File: config.mk
export PLATFORM = sky130hd
export DESIGN_NAME = sw_debounce
export DESIGN_NICKNAME = d
export VERILOG_FILES = /design/src/rtl/sw_debounce.sv
export SDC_FILE = /design/constraint.sdc
export NUM_CORES = 1
export LEC_CHECK = 0
export ABC_AREA = 1
export BUFFER_PORTS_ARGS = -buffer_cell sky130_fd_sc_hd__buf_4
export CAP_MARGIN = 20
export CORE_MARGIN = 5
export CORE_UTILIZATION = 56
export CTS_CLUSTER_DIAMETER = 50
export CTS_CLUSTER_SIZE = 12
export DETAILED_ROUTE_END_ITERATION = 10
export GPL_TIMING_DRIVEN = 0
export PLACE_DENSITY = 0.76
export SYNTH_ARGS = -nofsm -noshare
export SYNTH_HDL_FRONTEND = slang
export SYNTH_SLANG_ARGS = --single-unit
export TNS_END_PERCENT = 100
File: constraint.sdc
create_clock -name clk -period 1.45 [get_ports clk]
set_input_delay 0.2175 -clock clk [delete_from_list [all_inputs] [get_ports clk]]
set_output_delay 0.2175 -clock clk [all_outputs]
set_load 0.005 [all_outputs]
File: src/rtl/sw_debounce.sv
// Per-bit switch synchroniser + stable-time debouncer with registered rise/fall pulses.
// Optional `sw_changed` output is enabled by defining SW_DB_CHANGED_EN.
module sw_debounce #(
  parameter int unsigned WIDTH         = 4,
  parameter int unsigned STABLE_CYCLES = 1000000,
  parameter int unsigned SYNC_STAGES   = 2
) (
  input  logic             clk,
  input  logic             rst,
  input  logic [WIDTH-1:0] sw_raw,
  output logic [WIDTH-1:0] sw_db,
  output logic [WIDTH-1:0] sw_rise,
  output logic [WIDTH-1:0] sw_fall
`ifdef SW_DB_CHANGED_EN
  ,
  output logic             sw_changed
`endif
);

  localparam int unsigned CNT_W = $clog2(STABLE_CYCLES);
  localparam logic [CNT_W-1:0] CNT_MAX = CNT_W'(STABLE_CYCLES - 1);

  logic [SYNC_STAGES-1:0] sync     [WIDTH];
  logic [CNT_W-1:0]       cnt      [WIDTH];
  logic [CNT_W-1:0]       cnt_nxt  [WIDTH];
  logic [WIDTH-1:0]       s;
  logic [WIDTH-1:0]       db_nxt;
  logic [WIDTH-1:0]       rise_nxt;
  logic [WIDTH-1:0]       fall_nxt;

  // Qualification: a bit must disagree with its debounced value for
  // STABLE_CYCLES consecutive edges; any agreeing cycle clears the count.
  always_comb begin
    s        = '0;
    db_nxt   = sw_db;
    rise_nxt = '0;
    fall_nxt = '0;
    cnt_nxt  = '{default: '0};
    for (int i = 0; i < int'(WIDTH); i++) begin
      s[i] = sync[i][SYNC_STAGES-1];
      if (s[i] != sw_db[i]) begin
        if (cnt[i] == CNT_MAX) begin
          db_nxt[i]   = s[i];
          rise_nxt[i] = s[i];
          fall_nxt[i] = ~s[i];
        end else begin
          cnt_nxt[i] = cnt[i] + CNT_W'(1);
        end
      end
    end
  end

  always_ff @(posedge clk) begin
    if (rst) begin
      for (int i = 0; i < int'(WIDTH); i++) begin
        sync[i] <= '0;
        cnt[i]  <= '0;
      end
      sw_db   <= '0;
      sw_rise <= '0;
      sw_fall <= '0;
    end else begin
      for (int i = 0; i < int'(WIDTH); i++) begin
        sync[i] <= {sync[i][SYNC_STAGES-2:0], sw_raw[i]};
        cnt[i]  <= cnt_nxt[i];
      end
      sw_db   <= db_nxt;
      sw_rise <= rise_nxt;
      sw_fall <= fall_nxt;
    end
  end

`ifdef SW_DB_CHANGED_EN
  // Mode-restart strobe, derived from the already registered pulses.
  assign sw_changed = |(sw_rise | sw_fall);
`endif

endmodule

After elaboration in Yosys (flattened, before gate mapping)
Memories as Yosys holds them, arrays and structs flattened.
Cells that the tools add are included.
{"block": "classes", "add_sub_neg": 4, "n_eq_ne": 8, "mux": 19, "bitwise": 20, "reduce_logical": 8}
{"op": "20-bit 2-to-1 mux", "n": 12}
{"op": "20-bit by 1-bit adder with 20-bit output, second input constant", "n": 4}
{"op": "20-bit == test, second input constant", "n": 4}
{"op": "1-bit NOT", "n": 12}
{"op": "3-bit OR reduction", "n": 4}
{"op": "2-bit 2-to-1 mux", "n": 4}
{"op": "1-bit OR", "n": 8}
{"op": "2-bit AND reduction", "n": 4}
{"op": "1-bit != test", "n": 4}
{"op": "1-bit 2-to-1 mux", "n": 3}
{"block": "word_totals", "register_bits": 12, "ram_bits": 88, "input_bits": 6, "out_inout_bits": 12, "word_cells": 73, "memories": 2}
{"name": "cnt", "depth": 4, "word_bits": 20, "read_ports": 4, "rd_ports_with_merged_regs": 0, "write_ports": 4, "line_no": "24", "source": "logic [CNT_W-1:0] cnt [WIDTH];"}
{"name": "sync", "depth": 4, "word_bits": 2, "read_ports": 4, "rd_ports_with_merged_regs": 0, "write_ports": 4, "line_no": "23", "source": "logic [SYNC_STAGES-1:0] sync [WIDTH];"}

Logic depth before layout (Yosys ltp)
Gate-level depths: netlist of run 1.
{"block": "depth", "ltp_word": 4, "depth_mapped": 9, "depth_no_buf": 8}

Worst setup path after synthesis of run 1
No wires, ideal clock.
{"block": "synth_path", "kind": "flip-flop to flip-flop", "startpoint": "memory cnt[2][0] (netlist name)", "endpoint": "memory cnt[2][9] (netlist name)", "setup_time_ns": 0.115, "arrival_time_ns": 1.287, "required_ns": 1.335, "slack_ns": 0.048, "path_stages_with_launch": 8, "path_buffers": 1, "period_less_slack_ns": 1.402, "path_cell_list": "dfxtp_1 ha_1 nand2_2 nor2_4 nand3_2 o21ai_2 buf_6 nor2_2"}
{"item": "start, declared", "line_no": "24"}

==> results_dict.tcl, run 1 <==
set metrics [dict create \
    post-route-drc-count 0 \
    cts.path.max_buffers 2 \
    topRoutingLayerUsed "met4" \
    reg2regPathDepth 6 \
    std_cell_rows 34 \
    globalplace.congestion 0.915 \
    seq_area_frac_synth 0.409 \
    setup_viol_count_final 0 \
    worst_path_max_delay_cell "sky130_fd_sc_hd__dfxtp_1" \
    clk-insertion-delay-late_ns 0.37 \
    finalWorstPathRequiredPeriod_ns 1.41 \
    clkSinkCount 100 \
    clockPowerShare 0.370 \
    detail_route.wirelength_um 10400 \
    antenna_found_initial 0 \
    wl_met1_um 4610 \
    max_freq_ghz 0.711 \
    power_frac_comb 0.022 \
    hold_viol_final 0 \
    fin_worst_skew_ns 0.00910 \
    first_global_vias 4056 \
    total_cts_buffers 9 \
    worst_ep_required_time_ns 1.71 \
    overall_die_area_sq_mm 0.0107 \
    timing.setup.critical_path_class "reg2reg" \
    postSynthNetCount 705 \
    wl_per_cell_um 12.2 \
    initial_utilization 0.567 \
    layout.cells.most_common "sky130_fd_sc_hd__nand2_1" \
    hold-path-endpoint "sync[2][0]" \
    p_sw_frac 0.225 \
    layout-drive-gt1-share 0.204 \
    rr_endpoint "cnt[2][6]" \
    power.density_mw_per_mm2 793 \
    netlist_area_sq_mm 0.00490 \
    yosys.cell_types.count 32 \
    cts.clk_slew.worst_paths_ns 0.09 \
    number_of_diodes 0 \
    cp-end-kind "flip-flop" \
    class_of_the_tightest_hold_or_removal_check "in2reg" \
    detailedRoute.firstPassIterationCount 5 \
    final_core_utilization 0.663 \
    initialDrtViolationCount 199 \
    clockRootBuffer "sky130_fd_sc_hd__clkbuf_8" \
    most-common-layout-cells "173 x sky130_fd_sc_hd__nand2_1, 135 x sky130_fd_sc_hd__nor2_1, 85 x sky130_fd_sc_hd__dfxtp_1, 69 x sky130_fd_sc_hd__inv_1, 33 x sky130_fd_sc_hd__nand3_1" \
    max_slew_margin 0.766 \
    multi_input_comb_area_sq_mm 0.00272 \
    min_period_over_period 0.969 \
    buffer_ports.inserted 17 \
    finalSetupTns_ns 0 \
    synth.yosys.warnings 0 \
    static-leakage-power_uw 0.00181 \
    h-tree-depth 3 \
    path_max_fanout 5 \
    sum_of_net_half_perimeters_after_detailed_placement_um 7160 \
    dieHeight_um 104 \
    syn_avg_cell_area_sq_um 7.05 \
    largest_net_degree_at_the_start_of_global_routing 17 \
    met3_routed_wirelength_um 447 \
    ff_latch_area_sq_mm 0.00203 \
    reg2reg_setup_slack_ns 0.04 \
    tritoncts "yes" \
    avgViaCountPerCell 5.09 \
    design_power_total_uw 4540 \
    max-vdd-ir-drop_mv 0.546 \
    list_of_cells_traversed_by_the_critical_path "nand2_1 -> nor2_2 -> nand3_4 -> o21ai_4 -> buf_6 -> nor2_2" \
    critPathLaunchType "flip-flop" \
    grt_setup_unrepaired "true" \
    grt_overflow_total 0 \
    transition_time_of_the_tightest_slew_check_pin_ns 0.348 \
    n_fill_cell 737 \
    syn-instance-count 695 \
    maxSlewViolCount 0 \
    status "completed" \
    holdBufCountCts 0 \
    postSynthRegisterBits 100 \
    track_usage 0.190 \
    cell_internal_pwr_uw 3520 \
    die-width_um 104 \
    p_switching_uw 1020 \
    worstReg2RegStart "cnt[2][9]" \
    timing.hold.worst_path_depth 3 \
    wl_met2_um 5220 \
    min_from "sw_raw[2]" \
    timing.critical_path.from "cnt[2][9]" \
    finalNetCount 749 \
    worst_path_largest_cell_delay_ns 0.41 \
    detailroute.via_count 4338 \
    cap_viol_max_count 0 \
    grt_pass1_wl_um 17400 \
    postRouteAntennaNets 0 \
    ioPinCount 18 \
    power.share.sequential 0.608 \
    flow.area_growth_from_synthesis_pct 16.8 \
    timing.critical_path.arrival_ns 1.66 \
    fp.coreArea_sq_mm 0.00864 \
    critical_path.most_common_cell "sky130_fd_sc_hd__nor2_2" \
]
power by group through the flow:
stage	clock network (uW)	registers, uW	logic (uW)
2_1_floorplan	0	2830	50.8
3_3_place_gp	0	2830	76.1
5_1_grt	1830	2760	111
6_report	1680	2760	101
4_1_cts	1730	2770	94.1
3_5_place_dp	0	2830	77.6
cell families (layout without fill, tap and decap cells):
group                    count (synthesis)  count (layout)  synth area share
AO/OA/AOI/OAI                           48              48            0.0590
XOR/XNOR                                35              35            0.0626
adder cells (fa/ha/maj)                  4               4            0.0102
buffers and inverters                   80             129            0.0692
flip-flops                             100             100             0.409
AND/OR/NAND/NOR                        428             428             0.390
per-stage QoR:
step                area, sq um  cells  setup slack (ns)  hold WS [ns]
detailed placement         5160    820            -0.122         0.395
finish                     5720    852            0.0445        0.0568
global placement           5160    820           -0.0874         0.392
floorplan                  4900    695            0.0475         0.324
CTS                        5540    848           -0.0268        0.0357
global route               5720    852           -0.0214        0.0470
how the worst max path moves through the flow:
stage                     slack [ns]         end  cells after the start
after floorplan                 0.05   cnt[2][9]                      7
after global placement         -0.09  cnt[2][15]                      7
after detailed placement       -0.12  cnt[2][15]                      7
after CTS                      -0.03   cnt[2][6]                      7
after global routing           -0.02   cnt[2][5]                      7
final                           0.04   cnt[2][6]                      6
what timing repair did:
action / CTS / global route
cloned: 2 / 2
pin swaps: 7 / 10
resized for setup: 19 / 48
endpoints found under the setup margin: 64 / 79
buffers inserted: 10 / 2
synth_stat cells (all sizes together):
master | instances | share of area
nand3 | 43 | 0.049
nor3 | 5 | 0.0061
ha | 4 | 0.010
nand3b | 7 | 0.012
nand4 | 6 | 0.0077
xor2 | 19 | 0.034
nor3b | 1 | 0.0015
a21oi | 35 | 0.042
nor2 | 174 | 0.16
inv | 73 | 0.056
and2 | 3 | 0.0038
xnor2 | 16 | 0.029
buf | 7 | 0.013
nand2 | 181 | 0.14
o21ai | 7 | 0.0079
dfxtp | 100 | 0.41
or2 | 8 | 0.010
o21bai | 6 | 0.0092
worst max-delay path: cells and delay by family (launching register included):
kind | cells | cell delay (ns)
and+or+nand+nor | 4 | 0.42
buffers and inverters | 1 | 0.19
AOI/OAI and AO/OA | 1 | 0.28
DFF | 1 | 0.41
sequential cells by signal (all words and copies together) (netlist names):
name / count
cnt: 80
sync: 8
sw_db: 4
sw_fall: 4
sw_rise: 4
layer usage:
| metal | vias up | track usage |
|---|---|---|
| li1 | 2238 | - |
| met1 | 1974 | 0.229 |
| met2 | 109 | 0.332 |
| met3 | 17 | 0.0448 |
| met4 | 0 | 0.0572 |
| met5 | - | 0 |
area by class of cell:
type | instances | share of cell area
repair buffers | 33 | 0.0516
plain buffers | 7 | 0.0133
clock buffers | 11 | 0.0265
multi-input cells | 515 | 0.476
clock inverters | 5 | 0.00634
inverters | 73 | 0.0479
well taps | 108 | 0.0236
flip-flops and latches | 100 | 0.355
(Power assumes the default switching activity.)
==> run 2, diff against run 1 <==
CORE_UTILIZATION = 52   (was 56)
PLACE_DENSITY = 0.71   (was 0.76)
==> run 2 against run 1 <==
Compared with the run above:
- combinational power is 4% lower
- core utilization is 4.4 points lower
- maximum frequency is 0.54% lower
- clock skew hardly changed
- sequential power hardly changed
- worst hold slack better by 0.025 ns
- final cell count is 0.70% higher
- count of clock-buffer cells in the layout is 1 lower
- largest cell class unchanged
- largest power group unchanged
==> results_dict.tcl, run 2 (synthesis gave the netlist of run 1 again) <==
set metrics [dict create \
    detail_route.wirelength_um 10200 \
    min_period_over_period 0.975 \
    finalNetCount 752 \
    h-tree-depth 3 \
    clk-insertion-delay-late_ns 0.35 \
    total_cts_buffers 9 \
    static-leakage-power_uw 0.00180 \
    place_worst_setup_slack_ns -0.104 \
    avgViaCountPerCell 5.00 \
    cell_internal_pwr_uw 3480 \
    biggestRegsByFlops "cnt: 80 flops, sync: 8 flops" \
    globalplace.congestion 0.881 \
    cp-end-kind "flip-flop" \
    p_switching_uw 1040 \
    first_global_vias 3986 \
    topRoutingLayerUsed "met4" \
    finalWorstPathRequiredPeriod_ns 1.41 \
    ioPinCount 18 \
    max_freq_ghz 0.708 \
    largest-register "cnt" \
    hold_viol_final 0 \
    std_cell_rows 35 \
    family_with_the_most_delay_on_the_worst_path "flip-flops" \
    transition_time_of_the_tightest_slew_check_pin_ns 0.311 \
    maxSlewViolCount 0 \
    flow.area_growth_from_synthesis_pct 16.2 \
    timing.setup.critical_path_class "reg2reg" \
    status "completed" \
    power_frac_comb 0.021 \
    fp.coreArea_sq_mm 0.00920 \
    final_core_utilization 0.619 \
    wl_met2_um 5120 \
    overall_die_area_sq_mm 0.0115 \
    power.density_mw_per_mm2 794 \
    track_usage 0.184 \
    worst_ep_required_time_ns 1.69 \
    most-common-layout-cells "172 x sky130_fd_sc_hd__nand2_1, 139 x sky130_fd_sc_hd__nor2_1, 82 x sky130_fd_sc_hd__dfxtp_1, 69 x sky130_fd_sc_hd__inv_1, 33 x sky130_fd_sc_hd__nand3_1" \
    class_of_the_tightest_hold_or_removal_check "in2reg" \
    tritoncts "yes" \
    postRouteAntennaNets 0 \
    worst_path_max_delay_cell "sky130_fd_sc_hd__dfxtp_4" \
    cts.clk_slew.worst_paths_ns 0.10 \
    clockRootBuffer "sky130_fd_sc_hd__clkbuf_8" \
    grt_setup_unrepaired "true" \
    postLayoutCellArea_sq_mm 0.00569 \
    buffer_ports.inserted 17 \
    worst_path_largest_cell_delay_ns 0.38 \
    largest_register_ffs 80 \
    cts.path.max_buffers 2 \
    met3_routed_wirelength_um 323 \
    clockPowerShare 0.368 \
    final_critical_path_setup_slack_ns 0.0369 \
    wl_met1_um 4610 \
    initial_utilization 0.533 \
    post-route-drc-count 0 \
    worst-path-buf-inv 2 \
    layout.cells.most_common "sky130_fd_sc_hd__nand2_1" \
    grt_pass1_wl_um 17500 \
    sum_of_net_half_perimeters_after_detailed_placement_um 7310 \
    max_slew_margin 0.792 \
    dieHeight_um 107 \
    largest_net_degree_at_the_start_of_global_routing 18 \
    grt_overflow_total 0 \
    initialDrtViolationCount 172 \
    max-vdd-ir-drop_mv 0.475 \
    layout-drive-gt1-share 0.206 \
    critPathLaunchType "flip-flop" \
    list_of_cells_traversed_by_the_critical_path "ha_4 -> inv_1 -> nor2_2 -> nand3_2 -> o21ai_2 -> buf_4 -> a21oi_1" \
    fin_worst_skew_ns 0.00929 \
    wl_per_cell_um 11.9 \
    die-width_um 107 \
    path_max_fanout 5 \
    detailroute.via_count 4291 \
    p_sw_frac 0.230 \
    placed_standard_cell_area_sq_mm 0.00516 \
    timing.critical_path.arrival_ns 1.66 \
    setup_viol_count_final 0 \
    number_of_diodes 0 \
    clkSinkCount 100 \
    detailedRoute.firstPassIterationCount 4 \
    cap_viol_max_count 0 \
    antenna_found_initial 0 \
    power.share.sequential 0.610 \
]
==> run 2: changes by cell type in the layout (fill, tap and decap cells not counted), moves of 3 or more <==
| cell | change |
|---|---|
| sky130_fd_sc_hd__buf_4 | +5 |
| sky130_fd_sc_hd__clkinv_4 | -3 |
| sky130_fd_sc_hd__dfxtp_1 | -3 |
| sky130_fd_sc_hd__dfxtp_2 | +3 |
| sky130_fd_sc_hd__inv_6 | +3 |
| sky130_fd_sc_hd__nor2_1 | +4 |
==> run 2: layer usage <==
metal	GRT usage	up-vias
met5	0	-
met4	0.0484	0
met3	0.0361	14
met2	0.328	63
met1	0.226	1979
li1	-	2235
==> run 2: through the flow <==
step                      setup TNS (ns)  std cells  power [uW]  hold WS [ns]
final                                  0        858        4520        0.0816
after global routing              -0.507        858        4730        0.0717
after CTS                        -0.0218        854        4580        0.0730
after detailed placement           -4.33        823        2910         0.394
after global placement             -3.18        823        2910         0.391
after floorplan                        0        695        2880         0.324
==> run 2: timing repair <==
action,4_1_cts,5_1_grt
gates cloned,2,1
endpoints found under the setup margin,63,84
hold buffers,0,0
pin swaps,5,10
gates resized for setup,17,45
buffers inserted,13,5
==> run 2: area by class of cell <==
class / count / area (sq um)
well taps: 111 / 139
repair buffers: 36 / 298
plain buffers: 7 / 76.3
flip-flops and latches: 100 / 2040
inverters: 73 / 274
multi-input cells: 515 / 2680
clock buffers: 10 / 138
clock inverters: 6 / 46.3
fillers: 821 / 3500
==> run 2: power by group through the flow <==
stage,registers [uW],logic (uW),clock network (uW)
CTS,2770,99.9,1710
detailed placement,2830,79.0,0
global route,2760,107,1860
finish,2760,96.7,1660
global placement,2830,77.2,0
floorplan,2830,50.8,0
==> run 2: worst register-to-register path: stages, from the launching register on <==
cell                      delay, ns
sky130_fd_sc_hd__dfxtp_4       0.38
sky130_fd_sc_hd__ha_4          0.17
sky130_fd_sc_hd__inv_1         0.06
sky130_fd_sc_hd__nor2_2        0.14
sky130_fd_sc_hd__nand3_2       0.10
sky130_fd_sc_hd__o21ai_2       0.21
sky130_fd_sc_hd__buf_4         0.19
sky130_fd_sc_hd__a21oi_1       0.05
==> run 2: worst paths after layout <==
path | from | end | slack [ns] | cells after the start
max reg2reg | cnt[3][0] | cnt[3][15] | 0.04 | 7
min | sw_raw[1] | sync[1][0] | 0.08 | 3
max | cnt[3][0] | cnt[3][15] | 0.04 | 7
min reg2reg | sync[2][0] | sync[2][1] | 0.41 | 2
==> run 3, diff against run 2 <==
CORE_MARGIN = 2   (was 5)
SETUP_SLACK_MARGIN = 0.1   (was unset)
==> run 3 against run 2 <==
Compared with the run above:
- sequential share of layout area fell by 4.0 points
- setup slack worse by 0.0054 ns
- die area shrank 11%
- non-clock buffer count increased by 35
- maximum frequency decreased by 0.38%
- core utilization increased by 9.1 points
- combinational power is 47% higher
- sequential power about the same
- count of clock-buffer cells in the layout rose by 1
- largest cell class unchanged
- largest power group unchanged
==> results_dict.tcl, run 3 (synthesis gave the netlist of run 1 again) <==
set metrics [dict create \
    status "completed" \
    rr_endpoint "cnt[1][2]" \
    class_of_the_tightest_hold_or_removal_check "in2reg" \
    flow.area_growth_from_synthesis_pct 33.2 \
    largest_register_ffs 80 \
    family_with_the_most_delay_on_the_worst_path "simple AND/OR/NAND/NOR gates" \
    initialDrtViolationCount 180 \
    setup_viol_count_final 0 \
    worst_ep_required_time_ns 1.71 \
    post-route-drc-count 0 \
    largest-register "cnt" \
    cts.clk_slew.worst_paths_ns 0.10 \
    initial_utilization 0.533 \
    finalNetCount 787 \
    timing.setup.critical_path_class "reg2reg" \
    clockRootBuffer "sky130_fd_sc_hd__clkbuf_8" \
    max_freq_ghz 0.705 \
    largest_net_degree_at_the_start_of_global_routing 17 \
    biggestRegsByFlops "cnt: 80 flops, sync: 8 flops" \
    final_core_utilization 0.710 \
    hold-path-endpoint "sync[3][0]" \
    first_global_vias 4263 \
    max-vdd-ir-drop_mv 0.477 \
    grt_overflow_total 0 \
    track_usage 0.226 \
    number_of_diodes 0 \
    grt_pass1_wl_um 18500 \
    postRouteAntennaNets 0 \
    clockPowerShare 0.411 \
    antenna_found_initial 0 \
    timing.critical_path.arrival_ns 1.68 \
    cap_viol_max_count 0 \
    worstReg2RegStart "cnt[1][1]" \
    list_of_cells_traversed_by_the_critical_path "ha_4 -> nand2_4 -> nor2_4 -> inv_2 -> nor2_4 -> nand2_2 -> nand2_4 -> buf_6 -> buf_8 -> nor2_2" \
    buffer_ports.inserted 17 \
    power_frac_comb 0.029 \
    fp.coreArea_sq_mm 0.00920 \
    worst_path_largest_cell_delay_ns 0.38 \
    die-width_um 101 \
    layout.cells.most_common "sky130_fd_sc_hd__nand2_1" \
    design_power_total_uw 4930 \
    cp-end-kind "flip-flop" \
    min_from "sw_raw[3]" \
    reg2reg_setup_slack_ns 0.03 \
    tritoncts "yes" \
    power.share.sequential 0.560 \
    finalWorstPathRequiredPeriod_ns 1.42 \
    sum_of_net_half_perimeters_after_detailed_placement_um 7190 \
    timing.hold.worst_path_depth 3 \
    detail_route.wirelength_um 12000 \
    globalplace.congestion 0.891 \
    clkSinkCount 100 \
    hold_viol_final 0 \
    h-tree-depth 3 \
    cell_internal_pwr_uw 3850 \
    static-leakage-power_uw 0.00213 \
    worst_path_max_delay_cell "sky130_fd_sc_hd__dfxtp_2" \
    power.density_mw_per_mm2 755 \
    p_switching_uw 1080 \
    avgViaCountPerCell 5.24 \
    grt_setup_unrepaired "true" \
    maxSlewViolCount 0 \
    reg2regPathDepth 10 \
    clk-insertion-delay-late_ns 0.38 \
    path_max_fanout 5 \
    detailedRoute.firstPassIterationCount 5 \
    dieHeight_um 101 \
    cts.path.max_buffers 2 \
    total_cts_buffers 9 \
    std_cell_rows 35 \
    ioPinCount 18 \
    wl_per_cell_um 13.4 \
    most-common-layout-cells "165 x sky130_fd_sc_hd__nand2_1, 101 x sky130_fd_sc_hd__nor2_1, 64 x sky130_fd_sc_hd__inv_1, 54 x sky130_fd_sc_hd__buf_4, 53 x sky130_fd_sc_hd__dfxtp_1" \
    fin_worst_skew_ns 0.0112 \
    holdBufCountCts 0 \
    transition_time_of_the_tightest_slew_check_pin_ns 0.339 \
    critPathLaunchType "flip-flop" \
    layout-drive-gt1-share 0.368 \
    detailroute.via_count 4677 \
    p_sw_frac 0.219 \
    worst-path-buf-inv 3 \
    max_slew_margin 0.773 \
    min_period_over_period 0.978 \
    overall_die_area_sq_mm 0.0102 \
]
[run 3: power groups by stage]
| stage | Sequential, uW | Clock, uW | Combinational [uW] |
|---|---|---|---|
| floorplan | 2830 | 0 | 50.8 |
| global placement | 2830 | 0 | 77.0 |
| detailed placement | 2830 | 0 | 78.4 |
| CTS | 2760 | 2060 | 126 |
| global route | 2760 | 2180 | 152 |
| finish | 2760 | 2030 | 142 |
[run 3: cell type report]
class / instances / area [sq um]
well taps: 111 / 139
multi-input cells: 515 / 3100
clock buffers: 11 / 141
flip-flops and latches: 100 / 2070
clock inverters: 5 / 82.6
repair buffers: 71 / 631
fillers: 661 / 2670
plain buffers: 7 / 80.1
inverters: 73 / 274
[run 3: metrics by stage]
stage | cells | instance area [sq um] | hold slack [ns] | worst slack, ns | TNS (ns)
after global placement | 823 | 5170 | 0.393 | -0.0538 | -1.36
after global routing | 893 | 6530 | 0.0446 | -0.0317 | -0.310
after detailed placement | 823 | 5170 | 0.394 | -0.0855 | -2.86
final | 893 | 6530 | 0.0495 | 0.0315 | 0
after CTS | 879 | 5990 | 0.0431 | 0.0506 | 0
after floorplan | 695 | 4900 | 0.324 | 0.109 | 0
[run 3: routing by layer]
layer	vias to the layer above	track usage	wire length, um	part of all wire
li1	2311	-	-	-
met1	2186	0.261	4800	0.40
met2	139	0.409	6230	0.52
met3	41	0.0479	593	0.049
met4	0	0.0780	381	0.032
met5	-	0	0	0
[run 3: how the worst max path moves through the flow]
stage / startpoint / endpoint / slack, ns / cells past startpoint
6_report: cnt[1][1] / cnt[1][2] / 0.03 / 10
5_1_grt: cnt[1][1] / cnt[1][16] / -0.03 / 9
4_1_cts: cnt[2][1] / cnt[2][11] / 0.05 / 7
3_5_place_dp: cnt[1][0] / cnt[1][12] / -0.09 / 9
3_3_place_gp: cnt[1][0] / cnt[1][18] / -0.05 / 9
2_1_floorplan: cnt[1][0] / cnt[1][12] / 0.11 / 9
[run 3: repair_timing]
item | CTS | global route
endpoints found under the setup margin | 84 | 90
pin swaps | 21 | 39
setup buffers | 35 | 15
gates cloned | 6 | 0
resized for setup | 74 | 136
[run 3: worst register-to-register path, stage by stage (launching register included)]
cell and delay [ns]:
sky130_fd_sc_hd__dfxtp_2 0.38, sky130_fd_sc_hd__ha_4 0.15, sky130_fd_sc_hd__nand2_4 0.05, sky130_fd_sc_hd__nor2_4 0.11, sky130_fd_sc_hd__inv_2 0.06, sky130_fd_sc_hd__nor2_4 0.10, sky130_fd_sc_hd__nand2_2 0.08, sky130_fd_sc_hd__nand2_4 0.10
sky130_fd_sc_hd__buf_6 0.12, sky130_fd_sc_hd__buf_8 0.12, sky130_fd_sc_hd__nor2_2 0.04
